--- config.mk ---
export PLATFORM = sky130hd
export DESIGN_NAME = apb_bridge_ctrl_flat
export DESIGN_NICKNAME = d
export VERILOG_FILES = /design/src/rtl/bridge_pkg.sv /design/src/rtl/apb_bridge_ctrl_if.sv /design/src/rtl/apb_bridge_decode.sv /design/src/rtl/apb_bridge_ctrl.sv /design/src/flat_wrapper.sv
export SDC_FILE = /design/constraint.sdc
export NUM_CORES = 1
export LEC_CHECK = 0
export ABC_AREA = 0
export CAP_MARGIN = 5
export CORE_MARGIN = 5
export CORE_UTILIZATION = 37
export DETAILED_ROUTE_END_ITERATION = 8
export GPL_ROUTABILITY_DRIVEN = 0
export GPL_TIMING_DRIVEN = 0
export PLACE_DENSITY = 0.86
export SETUP_SLACK_MARGIN = 0.05
export SYNTH_ARGS = -nofsm -noshare
export SYNTH_HDL_FRONTEND = slang
export SYNTH_SLANG_ARGS = --single-unit
export TNS_END_PERCENT = 50
--- constraint.sdc ---
create_clock -name clk -period 3.6 [get_ports clk]
set_input_delay 0.72 -clock clk [delete_from_list [all_inputs] [get_ports clk]]
set_output_delay 0.72 -clock clk [all_outputs]
set_load 0.02 [all_outputs]
--- src/rtl/bridge_pkg.sv ---
// Shared types and constants for the AHB-to-APB bridge.
// ST_ERR1/ST_ERR2 exist only when BRIDGE_ERR_RESP_EN is defined.
package bridge_pkg;

    typedef enum logic [2:0] {
        ST_IDLE   = 3'd0,
        ST_WWAIT  = 3'd1,
        ST_SETUP  = 3'd2,
        ST_ENABLE = 3'd3
`ifdef BRIDGE_ERR_RESP_EN
        ,
        ST_ERR1   = 3'd4,
        ST_ERR2   = 3'd5
`endif
    } state_t;

    localparam logic [1:0] HTRANS_IDLE   = 2'b00;
    localparam logic [1:0] HTRANS_BUSY   = 2'b01;
    localparam logic [1:0] HTRANS_NONSEQ = 2'b10;
    localparam logic [1:0] HTRANS_SEQ    = 2'b11;

    localparam logic [1:0] HRESP_OKAY  = 2'b00;
    localparam logic [1:0] HRESP_ERROR = 2'b01;

    localparam logic [31:0] SLV0_BASE  = 32'h8000_0000;
    localparam logic [31:0] SLV0_LIMIT = 32'h83FF_FFFF;
    localparam logic [31:0] SLV1_BASE  = 32'h8400_0000;
    localparam logic [31:0] SLV1_LIMIT = 32'h87FF_FFFF;
    localparam logic [31:0] SLV2_BASE  = 32'h8800_0000;
    localparam logic [31:0] SLV2_LIMIT = 32'h8BFF_FFFF;
    localparam logic [31:0] SLV3_BASE  = 32'h8C00_0000;
    localparam logic [31:0] SLV3_LIMIT = 32'h8FFF_FFFF;

endpackage

--- src/rtl/apb_bridge_ctrl_if.sv ---
// AHB-side and APB-side signal bundle of the bridge.
// slave = bridge view, master = AHB master / APB slave environment.
interface apb_bridge_ctrl_if;

    logic [1:0]  htrans;
    logic        hwrite;
    logic        hreadyin;
    logic [2:0]  hsize;
    logic [31:0] haddr;
    logic [31:0] hwdata;
    logic        hreadyout;
    logic [1:0]  hresp;
    logic [31:0] hrdata;
    logic [3:0]  pselx;
    logic        penable;
    logic        pwrite;
    logic [31:0] paddr;
    logic [31:0] pwdata;
    logic [31:0] prdata;

    modport slave (
        input  htrans, hwrite, hreadyin, hsize, haddr, hwdata, prdata,
        output hreadyout, hresp, hrdata,
        output pselx, penable, pwrite, paddr, pwdata
    );

    modport master (
        output htrans, hwrite, hreadyin, hsize, haddr, hwdata, prdata,
        input  hreadyout, hresp, hrdata,
        input  pselx, penable, pwrite, paddr, pwdata
    );

endinterface

--- src/rtl/apb_bridge_decode.sv ---
// Address decode: four 64 MB APB windows, one-hot select.
module apb_bridge_decode
    import bridge_pkg::*;
(
    input  logic [31:0] i_haddr,
    output logic [3:0]  o_select,
    output logic        o_unmapped
);

    always_comb begin
        o_select = 4'b0000;
        unique case (1'b1)
            (i_haddr >= SLV0_BASE && i_haddr <= SLV0_LIMIT):
                o_select = 4'b0001;
            (i_haddr >= SLV1_BASE && i_haddr <= SLV1_LIMIT):
                o_select = 4'b0010;
            (i_haddr >= SLV2_BASE && i_haddr <= SLV2_LIMIT):
                o_select = 4'b0100;
            (i_haddr >= SLV3_BASE && i_haddr <= SLV3_LIMIT):
                o_select = 4'b1000;
            default:
                o_select = 4'b0000;
        endcase
        o_unmapped = (o_select == 4'b0000);
    end

endmodule

--- src/rtl/apb_bridge_ctrl.sv ---
// AHB-to-APB bridge controller, 32-bit transfers only.
// Define BRIDGE_ERR_RESP_EN for a two-cycle ERROR on unmapped addresses.
module apb_bridge_ctrl
    import bridge_pkg::*;
(
    input  logic               clk,
    input  logic               hreset,
    apb_bridge_ctrl_if.slave   bus
);

    state_t      r_state;
    state_t      w_next;
    logic [31:0] r_haddr;
    logic [31:0] r_pwdata;
    logic        r_hwrite;
    logic [3:0]  r_sel;

    logic [3:0]  w_sel;
    logic        w_unmapped;
    logic        w_valid;
    logic        w_accept;
    logic        w_hready;
    logic [1:0]  w_resp;
    logic [3:0]  w_psel;
    logic        w_pen;
    logic        w_unused;

    // all transfers are 32-bit, so hsize carries no information
    assign w_unused = ^bus.hsize;

    apb_bridge_decode u_decode (
        .i_haddr    (bus.haddr),
        .o_select   (w_sel),
        .o_unmapped (w_unmapped)
    );

    // hreadyout is 1 in both accepting states, so it need not enter here
    assign w_valid = bus.hreadyin &&
                     (bus.htrans == HTRANS_NONSEQ ||
                      bus.htrans == HTRANS_SEQ);

    always_comb begin
        w_next   = r_state;
        w_accept = 1'b0;
        w_hready = 1'b1;
        w_resp   = HRESP_OKAY;
        w_psel   = 4'b0000;
        w_pen    = 1'b0;
        case (r_state)
            ST_IDLE: begin
                w_accept = w_valid;
            end
            ST_WWAIT: begin
                w_hready = 1'b0;
                w_next   = ST_SETUP;
            end
            ST_SETUP: begin
                w_hready = 1'b0;
                w_psel   = r_sel;
                w_next   = ST_ENABLE;
            end
            ST_ENABLE: begin
                w_psel   = r_sel;
                w_pen    = 1'b1;
                w_accept = w_valid;
                w_next   = ST_IDLE;
            end
`ifdef BRIDGE_ERR_RESP_EN
            ST_ERR1: begin
                w_hready = 1'b0;
                w_resp   = HRESP_ERROR;
                w_next   = ST_ERR2;
            end
            ST_ERR2: begin
                w_resp   = HRESP_ERROR;
                w_next   = ST_IDLE;
            end
`endif
            default: begin
                w_next   = ST_IDLE;
            end
        endcase
        if (w_accept) begin
            if (w_unmapped) begin
`ifdef BRIDGE_ERR_RESP_EN
                w_next = ST_ERR1;
`else
                w_next = ST_IDLE;
`endif
            end else if (bus.hwrite) begin
                w_next = ST_WWAIT;
            end else begin
                w_next = ST_SETUP;
            end
        end
    end

    always_ff @(posedge clk) begin
        if (hreset) begin
            r_state  <= ST_IDLE;
            r_haddr  <= 32'h0;
            r_pwdata <= 32'h0;
            r_hwrite <= 1'b0;
            r_sel    <= 4'b0000;
        end else begin
            r_state <= w_next;
            if (w_accept) begin
                r_haddr  <= bus.haddr;
                r_hwrite <= bus.hwrite;
                r_sel    <= w_sel;
            end
            // write data arrives in the AHB data phase
            if (r_state == ST_WWAIT) begin
                r_pwdata <= bus.hwdata;
            end
        end
    end

    assign bus.pselx     = w_psel;
    assign bus.penable   = w_pen;
    assign bus.pwrite    = r_hwrite;
    assign bus.paddr     = r_haddr;
    assign bus.pwdata    = r_pwdata;
    assign bus.hreadyout = w_hready;
    assign bus.hresp     = w_resp;
    assign bus.hrdata    = (r_state == ST_ENABLE && !r_hwrite) ?
                           bus.prdata : 32'h0;

endmodule
--- src/flat_wrapper.sv ---
// flat-port wrapper written by rule: the top's interface ports become plain ports
module apb_bridge_ctrl_flat import bridge_pkg::*;
  (clk, hreset, bus_htrans, bus_hwrite, bus_hreadyin, bus_hsize, bus_haddr, bus_hwdata, bus_prdata, bus_hreadyout, bus_hresp, bus_hrdata, bus_pselx, bus_penable, bus_pwrite, bus_paddr, bus_pwdata);
  apb_bridge_ctrl_if bus_i ();
  input  logic clk;
  input  logic hreset;
  input wire logic [$bits(bus_i.htrans)-1:0] bus_htrans;
  input wire logic [$bits(bus_i.hwrite)-1:0] bus_hwrite;
  input wire logic [$bits(bus_i.hreadyin)-1:0] bus_hreadyin;
  input wire logic [$bits(bus_i.hsize)-1:0] bus_hsize;
  input wire logic [$bits(bus_i.haddr)-1:0] bus_haddr;
  input wire logic [$bits(bus_i.hwdata)-1:0] bus_hwdata;
  input wire logic [$bits(bus_i.prdata)-1:0] bus_prdata;
  output wire logic [$bits(bus_i.hreadyout)-1:0] bus_hreadyout;
  output wire logic [$bits(bus_i.hresp)-1:0] bus_hresp;
  output wire logic [$bits(bus_i.hrdata)-1:0] bus_hrdata;
  output wire logic [$bits(bus_i.pselx)-1:0] bus_pselx;
  output wire logic [$bits(bus_i.penable)-1:0] bus_penable;
  output wire logic [$bits(bus_i.pwrite)-1:0] bus_pwrite;
  output wire logic [$bits(bus_i.paddr)-1:0] bus_paddr;
  output wire logic [$bits(bus_i.pwdata)-1:0] bus_pwdata;
  assign bus_i.htrans = bus_htrans;
  assign bus_i.hwrite = bus_hwrite;
  assign bus_i.hreadyin = bus_hreadyin;
  assign bus_i.hsize = bus_hsize;
  assign bus_i.haddr = bus_haddr;
  assign bus_i.hwdata = bus_hwdata;
  assign bus_i.prdata = bus_prdata;
  assign bus_hreadyout = bus_i.hreadyout;
  assign bus_hresp = bus_i.hresp;
  assign bus_hrdata = bus_i.hrdata;
  assign bus_pselx = bus_i.pselx;
  assign bus_penable = bus_i.penable;
  assign bus_pwrite = bus_i.pwrite;
  assign bus_paddr = bus_i.paddr;
  assign bus_pwdata = bus_i.pwdata;
  apb_bridge_ctrl u_core (.clk(clk), .hreset(hreset), .bus(bus_i));
endmodule
==> reports/metrics.cfg, run 1 <==
[sta]
rsz0062_at_grt=false
drv_slew=0
fin_crit_sh_pct=85.9
max_freq_mhz=323
fin_crit_ps=3090
finalHoldViolCount=0
finClkSkew_ps=7.05
setup_viol=0
tns_ps=0

[setup_path]
start_kind=flip-flop
end_kind=output pin
worstPathArrival_ps=2370
path_max_fanout=10
worstSetupPathType=flip-flop to output pin
required_ps=2880

[die]
io_pins=210
fp.coreArea_mm2=0.00761
start_util_pct=37.5
row_count=32
fp.dieW_um=97.9
die-area_mm2=0.00958
die_h_um=97.9

[grt]
grt_usage_pct=20.4
grt_pass1_vias=3149
grt_max_degree=12
grt_pass1_wl_um=15600
antenna_found_initial=0
overflow=0

[finish]
utilization_pct=68.3
fillers=628
drive_gt1_share_pct=3.65
antennaDiodeCount=0
fin_nets=653
syn_to_final_growth_pct=81.8
final_cell_area_mm2=0.00519

[synth]
async_flop_share_pct=0
avgSynthCellArea_um2=8.68
synthTopCellsByCount=dfxtp_1, nand2_1, a21oi_1
synth.distinct_cells=22
synth_top_area_share_pct=49.8
yosys-top-cells-area=dfxtp_1, mux2i_1, nand2_1, a21oi_1, and2_1
syn_area_mm2=0.00286
yosys.area.top_type=dfxtp_1
yosys_warnings=0
synthCells=329
synth_flop_cell=dfxtp_1
ys_ff_latch=71
synth-seq-area-share_pct=49.8
synth_edf_count=0

[clock_network]
cts.sink_count=71
clk_pin_slew_worst_paths_ps=70
htreeDepth=3
clk_path_buf_depth=2
cts-resized-gates=0
cts-root-buf=clkbuf_8
postCtsSetupBuffers=0
postCtsHoldBufs=0
cts_made_buffers=9
cts_tree=done
clock_latency_ps=330

[power_and_ir_drop]
power-per-cell-area_mw_per_mm2=468
leakagePower_nw=1.89
power.total_mw=2.43
ir_drop_mv=0.396

[routing]
drc_errors=0
wire_per_inst_um=15.4
vias=3010
via_per_inst=4.63
drt-total-wl_um=10000
initialDrtViolationCount=118
drtPass1Iterations=4
antenna_left=0

[placement]
placed_area_mm2=0.00501
port_buffers=202
dp_hpwl_um=8200

[min_path]
holdCritPathClass=flip-flop to flip-flop

[status]
status=completed

[run]
cap_violations=0

report_power, final:
group / internal (mW) / switching [mW]
registers: 0.884 / 0.0526
clock network: 0.322 / 0.282
logic: 0.440 / 0.452
total: 1.65 / 0.786
cells by family (layout without fill, tap and decap cells):
family | count (synthesis) | count (layout) | share of synthesized area, %
compound gates | 42 | 42 | 7.58
fa+ha+maj | 5 | 5 | 2.19
buf+inv | 28 | 246 | 4.12
flops | 71 | 71 | 49.8
mux | 33 | 33 | 11.6
other cells | 1 | 2 | 0.131
simple gates | 149 | 149 | 24.7
cell usage in the layout, fill, tap and decap left out, drive strengths merged:
cell type      instances
or3b                   1
a211oi                 1
clkbuf                32
nand4                  1
nor4b                  1
clkdlybuf4s50        202
or4b                   1
buf                    6
a21oi                 40
nor2                  33
inv                    3
nor2b                  5
dfxtp                 71
conb                   2
a31o                   1
nand2                 71
and3b                  1
clkinv                 2
nand3b                 1
mux2i                 33
nand4b                 2
bufinv                 1
and2                  32
ha                     5
metrics by stage:
stage	setup WS, ps	hold WS, ps	instances
3_5_place_dp	809	440	634
5_1_grt	338	475	650
3_3_place_gp	846	437	634
2_1_floorplan	1500	427	330
6_report	508	448	650
4_1_cts	447	451	650
worst paths after layout:
path              slack, ps  cells after the start                 to               from
hold reg to reg         450                      2    u_core.r_sel[2]    u_core.r_sel[2]
hold / removal          450                      2    u_core.r_sel[2]    u_core.r_sel[2]
setup reg to reg       1650                      7  u_core.bus.pwrite  u_core.r_state[0]
setup / recovery        510                      5      bus_hrdata[3]  u_core.r_state[1]
sequential cells by signal, indices dropped and copies added, names as in the netlist:
name / cells
u_core.r_sel: 4
u_core.bus.paddr: 32
u_core.bus.pwrite: 1
u_core.r_state: 2
u_core.bus.pwdata: 32
critical path: stages (launching register included):
cell	delay, ps
dfxtp_1	390
ha_1	220
nor2b_1	310
clkbuf_1	310
and2_1	190
clkdlybuf4s50_1	630
area by class of cell:
class | instances | area [um2] | area share [%]
inverter | 3 | 11.3 | 0.217
tap | 102 | 128 | 2.46
multi-input combinational | 231 | 1320 | 25.4
sequential | 71 | 1420 | 27.4
clock buffer | 13 | 139 | 2.67
timing repair buffer | 202 | 2020 | 38.9
clock inverter | 3 | 43.8 | 0.843
buffer | 25 | 106 | 2.05
per-layer routing:
layer  track usage (%)  share of wire, %
met5                 0                 0
met4              9.80               3.2
met3              5.57               8.2
met2              38.8                53
met1              20.3                35
Note: power is estimated with default switching activity, not from simulation.
==> run 2, diff against run 1 <==
--- a/config.mk
+++ b/config.mk
@@ -5,14 +5,14 @@
 export SDC_FILE = /design/constraint.sdc
 export NUM_CORES = 1
 export LEC_CHECK = 0
-export ABC_AREA = 0
+export ABC_AREA = 1
 export CAP_MARGIN = 5
 export CORE_MARGIN = 5
-export CORE_UTILIZATION = 37
+export CORE_UTILIZATION = 38
 export DETAILED_ROUTE_END_ITERATION = 8
 export GPL_ROUTABILITY_DRIVEN = 0
 export GPL_TIMING_DRIVEN = 0
-export PLACE_DENSITY = 0.86
+export PLACE_DENSITY = 0.87
 export SETUP_SLACK_MARGIN = 0.05
 export SYNTH_ARGS = -nofsm -noshare
 export SYNTH_HDL_FRONTEND = slang
==> reports/metrics.cfg, run 2 <==
[status]
status=completed

[setup_path]
worstPathArrival_ps=2090  ; -280 ps
rr_worst_depth=9  ; +2
worstSetupPathType=flip-flop to output pin
end_kind=output pin
start_kind=flip-flop
required_ps=2880  ; about the same
path_max_fanout=10  ; unchanged
startpoint=u_core.r_state[1]
worstReg2RegStart=u_core.r_state[0]

[power_and_ir_drop]
leakagePower_nw=2.27  ; +20%
power-per-cell-area_mw_per_mm2=606  ; +29%
power.total_mw=3.25  ; +34%
ir_drop_mv=0.344  ; -13%

[sta]
hold_ws_ps=482  ; +34.5 ps
finClkSkew_ps=7.11  ; +0.0624 ps
rsz0062_at_grt=false
fin_crit_ps=2810  ; -281 ps
tns_ps=0  ; unchanged
finalHoldViolCount=0  ; unchanged
drv_slew=0  ; unchanged
max_freq_mhz=356  ; +10%
fin_crit_sh_pct=78.1  ; -7.8 points
setup_viol=0  ; unchanged

[clock_network]
cts_made_buffers=9  ; unchanged
htreeDepth=3  ; unchanged
cts.sink_count=71  ; unchanged
clk_pin_slew_worst_paths_ps=70  ; about the same
clk_path_buf_depth=2  ; unchanged
postCtsSetupBuffers=0  ; unchanged
clock_latency_ps=340  ; about the same
postCtsHoldBufs=0  ; unchanged
cts-root-buf=clkbuf_8
cts_tree=done
cts-resized-gates=0  ; unchanged

[synth]
synth_top_area_share_pct=48.2  ; -1.6 points
yosys.area.top_type=dfxtp_1
yosys_warnings=0  ; unchanged
synth.distinct_cells=23  ; +4.5%
yosys-top-cells-area=dfxtp_1, nor2_1, o21ai_0, inv_1, ha_1
synthTopCellsByCount=nor2_1, dfxtp_1, o21ai_0
avgSynthCellArea_um2=7.16  ; -17%
synthCells=412  ; +25%
synth-seq-area-share_pct=48.2  ; -1.6 points
synth.most_common_cell=nor2_1
async_flop_share_pct=0  ; unchanged
synth_flop_cell=dfxtp_1
ys_ff_latch=71  ; unchanged
syn_area_mm2=0.00295  ; +3.3%
synth_edf_count=0  ; unchanged

[routing]
vias=3359  ; +12%
drtPass1Iterations=4  ; unchanged
antenna_left=0  ; unchanged
drc_errors=0  ; unchanged
wire_per_inst_um=13.8  ; -11%
initialDrtViolationCount=148  ; +25%
via_per_inst=4.58  ; -1.0%
drt-total-wl_um=10100  ; +0.86%

[grt]
use_met3_pct=8.29  ; +2.7 points
antenna_found_initial=0  ; unchanged
grt_usage_pct=20.7  ; +0.23 points
use_met1_pct=22.6  ; +2.3 points
busiest_layer=met2
grt_pass1_vias=3234  ; +2.7%
grtUsageMet2_pct=36.8  ; -2.0 points
grt_pass1_wl_um=16000  ; +2.5%
overflow=0  ; unchanged
grt_max_degree=13  ; +1

[min_path]
holdCritPathClass=flip-flop to flip-flop
holdPathStages=2  ; unchanged
hold_start=u_core.bus.paddr[1]

[finish]
fin_nets=737  ; +13%
final_common_cell=clkdlybuf4s50_1
final_cell_area_mm2=0.00537  ; +3.5%
drive_gt1_share_pct=5.07  ; +1.4 points
syn_to_final_growth_pct=82.0
final_cell_mix=clkdlybuf4s50_1, nor2_1, dfxtp_1
antennaDiodeCount=0  ; unchanged

[die]
fp.dieW_um=98.1  ; +0.27%
fp.coreArea_mm2=0.00765  ; +0.53%
die-area_mm2=0.00963  ; +0.54%
io_pins=210  ; unchanged
row_count=32  ; unchanged
die_h_um=98.1  ; +0.27%
start_util_pct=38.6  ; +1.0 points

[placement]
placed_area_mm2=0.00511  ; +2.1%
dp_hpwl_um=8150  ; -0.57%
port_buffers=203  ; +0.50%

[run]
cap_violations=0  ; unchanged

run 2: cell types whose count changed in the layout (fill, tap and decap cells not counted), sizes merged, moves of 6 or more:
cell,change
nor2,+136
o21ai,+69
nand2,-63
inv,+42
mux2i,-33
a21oi,-32
and2,-32
clkbuf,-8
nand3,+6
run 2: cell type report:
class / instances / area [um2]
Fill cell: 604 / 2270
Timing Repair Buffer: 203 / 2030
Sequential cell: 71 / 1420
Multi-Input combinational cell: 271 / 1190
Inverter: 45 / 176
Buffer: 26 / 166
Clock inverter: 6 / 134
Tap cell: 102 / 128
Clock buffer: 9 / 124
run 2: critical path: stages (launching register included):
cell and delay, ps:
dfxtp_1 390, ha_1 210, nand2_1 130, clkbuf_1 240, nor2_1 160, clkdlybuf4s50_1 620
run 2: routing by layer:
layer / routed length (um) / vias to the layer above
met2: 5090 / 134
met1: 3910 / 1508
met4: 159 / 0
li1: - / 1698
met5: 0 / -
met3: 921 / 19
run 2: per-stage QoR:
| step | util (%) | std cells | setup WS (ps) |
|---|---|---|---|
| finish | 70.3 | 733 | 789 |
| global route | 70.3 | 733 | 542 |
| CTS | 70.3 | 733 | 749 |
| detailed placement | 66.9 | 718 | 893 |
| global placement | 66.9 | 718 | 919 |
| floorplan | - | 413 | 1570 |
run 2: report_power, final:
part | leakage (nW) | switching (mW) | internal, mW
combinational | 1.56 | 0.737 | 0.629
clock | 0.129 | 0.291 | 0.526
sequential | 0.583 | 0.0943 | 0.977
total | 2.27 | 1.12 | 2.13
run 2: path summary, 6_finish.rpt:
| kind | endpoint | slack [ps] |
|---|---|---|
| max | bus_hrdata[24] | 790 |
| min | u_core.bus.paddr[1] | 480 |
| max reg2reg | u_core.bus.paddr[12] | 1980 |
| min reg2reg | u_core.bus.paddr[1] | 480 |
run 2: cell families after synthesis:
group	count (synthesis)	synth area share, %
other	1	0.127
adder cells (fa/ha/maj)	5	2.12
AND/OR/NAND/NOR	185	24.3
AO/OA/AOI/OAI	79	13.7
buffers and inverters	71	11.6
flip-flops	71	48.2
==> run 3, diff against run 2 <==
--- a/config.mk
+++ b/config.mk
@@ -8,11 +8,11 @@
 export ABC_AREA = 1
 export CAP_MARGIN = 5
 export CORE_MARGIN = 5
-export CORE_UTILIZATION = 38
+export CORE_UTILIZATION = 35
 export DETAILED_ROUTE_END_ITERATION = 8
 export GPL_ROUTABILITY_DRIVEN = 0
 export GPL_TIMING_DRIVEN = 0
-export PLACE_DENSITY = 0.87
+export PLACE_DENSITY = 0.81
 export SETUP_SLACK_MARGIN = 0.05
 export SYNTH_ARGS = -nofsm -noshare
 export SYNTH_HDL_FRONTEND = slang
==> constraint.sdc (replaced) <==
create_clock -name clk -period 2.89 [get_ports clk]
set_input_delay 0.578 -clock clk [delete_from_list [all_inputs] [get_ports clk]]
set_output_delay 0.578 -clock clk [all_outputs]
set_load 0.02 [all_outputs]
==> reports/metrics.cfg, run 3 (synthesized netlist as in run 2, its figures left out) <==
[status]
status=completed

[die]
die-area_mm2=0.0104  ; +7.7%
die_h_um=102  ; +3.8%
start_util_pct=35.9  ; -2.7 points
io_pins=210  ; unchanged
fp.dieW_um=102  ; +3.8%
row_count=33  ; +3.1%
fp.coreArea_mm2=0.00822  ; +7.4%

[clock_network]
cts-resized-gates=0  ; unchanged
htreeDepth=3  ; unchanged
clk_path_buf_depth=2  ; unchanged
postCtsSetupBuffers=0  ; unchanged
cts-root-buf=clkbuf_8
cts_tree=done
cts.sink_count=71  ; unchanged
postCtsHoldBufs=0  ; unchanged
clock_latency_ps=340  ; about the same
cts_made_buffers=9  ; unchanged
clk_pin_slew_worst_paths_ps=70  ; about the same

[routing]
wl_met3_um=1030  ; +12%
drc_errors=0  ; unchanged
drt-total-wl_um=10400  ; +2.7%
wl_met2_um=5290  ; +4.0%
wire_per_inst_um=14.1  ; +2.2%
initialDrtViolationCount=82  ; -45%
via_per_inst=4.50  ; -1.8%
topRoutingLayerUsed=met4
drtPass1Iterations=4  ; unchanged
met1_length_um=3890  ; -0.61%
vias=3318  ; -1.2%
antenna_left=0  ; unchanged

[sta]
tns_ps=0  ; unchanged
finalHoldViolCount=0  ; unchanged
rsz0062_at_grt=true
fin_crit_sh_pct=90.5
fin_crit_ps=2620
setup_viol=0  ; unchanged
max_freq_mhz=382
drv_slew=0  ; unchanged
finClkSkew_ps=14.2  ; +7.12 ps

[setup_path]
worstReg2RegStart=u_core.r_state[1]
start_kind=flip-flop
end_kind=output pin
required_ps=2310  ; -570 ps
r2r_end=u_core.bus.pwdata[2]
worstPathArrival_ps=2040  ; -50 ps
path_max_fanout=10  ; unchanged
rr_worst_depth=6  ; -3
startpoint=u_core.r_state[1]
cp-endpoint=bus_hrdata[24]
worstSetupPathType=flip-flop to output pin
r2r_slack_ps=1280  ; -700 ps

[finish]
fillers=739  ; +22%
fin_nets=737  ; unchanged
final_cell_mix=clkdlybuf4s50_1, nor2_1, dfxtp_1
final_common_cell=clkdlybuf4s50_1
antennaDiodeCount=0  ; unchanged
drive_gt1_share_pct=5.22  ; +0.15 points
syn_to_final_growth_pct=79.8

[power_and_ir_drop]
power-per-cell-area_mw_per_mm2=709  ; +17%
seq_power_share_pct=35.5  ; +2.6 points
clkPwrFrac_pct=19.4  ; -5.7 points
p_int_mw=2.36  ; +11%
power.total_mw=3.76  ; +16%
p_switching_mw=1.40  ; +25%
ir_drop_mv=0.430  ; +25%
leakagePower_nw=2.25  ; -0.69%
pwr-share-comb_pct=45.1  ; +3.1 points
swShare_pct=37.3  ; +2.8 points

[grt]
antenna_found_initial=0  ; unchanged
grt_usage_pct=19.3  ; -1.4 points
grt_pass1_vias=3284  ; +1.5%
grt_pass1_wl_um=15700  ; -1.5%
grt_max_degree=13  ; unchanged
overflow=0  ; unchanged

[min_path]
holdCritPathClass=flip-flop to flip-flop

[placement]
dp_hpwl_um=8390  ; +3.0%
port_buffers=203  ; unchanged

[run]
cap_violations=0  ; unchanged

==> run 3: cell count changes in the layout (fill, tap and decap cells not counted), sizes merged <==
cell / previous run / this run
dlymetal6s2s: 0 / 1
clkinv: 2 / 3
clkbuf: 24 / 27
clkdlybuf4s50: 203 / 202
bufinv: 4 / 0
clkinvlp: 0 / 1
==> run 3: cell type report <==
class,instances,area [um2],share of cell area [%]
flip-flops and latches,71,1420,26.8
inverters,45,176,3.32
plain buffers,26,168,3.16
clock inverters,4,30.0,0.566
multi-input cells,271,1190,22.4
well taps,105,131,2.48
repair buffers,203,2030,38.3
clock buffers,12,155,2.92
==> run 3: worst min path at each step <==
stage	from	to	slack, ps	cells past startpoint
floorplan	u_core.r_sel[3]	u_core.r_sel[3]	490	2
global placement	u_core.bus.paddr[4]	u_core.bus.paddr[4]	460	2
detailed placement	u_core.bus.paddr[31]	u_core.bus.paddr[31]	470	2
CTS	u_core.bus.paddr[9]	u_core.bus.paddr[9]	490	2
global route	u_core.bus.paddr[31]	u_core.bus.paddr[31]	500	2
finish	u_core.bus.paddr[4]	u_core.bus.paddr[4]	480	2
==> run 3: through the flow <==
stage | hold slack [ps] | cell area (um2) | cells | worst slack, ps | util [%]
2_1_floorplan | 489 | 2960 | 413 | 1000 | -
3_5_place_dp | 474 | 5120 | 721 | 427 | 62.3
4_1_cts | 490 | 5300 | 737 | 146 | 64.6
5_1_grt | 504 | 5310 | 737 | 48.6 | 64.6
6_report | 484 | 5310 | 737 | 275 | 64.6
3_3_place_gp | 462 | 5120 | 721 | 446 | 62.3
==> run 3: power groups by stage <==
stage / combinational, mW / sequential (mW) / clock [mW]
after floorplan: 0.625 / 1.61 / 0
after global placement: 1.67 / 1.34 / 0
after detailed placement: 1.71 / 1.36 / 0
after CTS: 1.72 / 1.34 / 0.756
after global routing: 1.84 / 1.36 / 0.800
final: 1.70 / 1.33 / 0.731
==> run 3: layer usage <==
metal	track usage (%)	vias up
li1	-	1694
met1	20.9	1476
met2	35.0	132
met3	7.37	16
met4	5.55	0
met5	0	-
==> run 3: critical path, stage by stage (launching register included) <==
cell and delay [ps]:
dfxtp_1 370, ha_1 200, nand2_1 130, clkbuf_1 240, nor2_1 140, clkdlybuf4s50_1 630
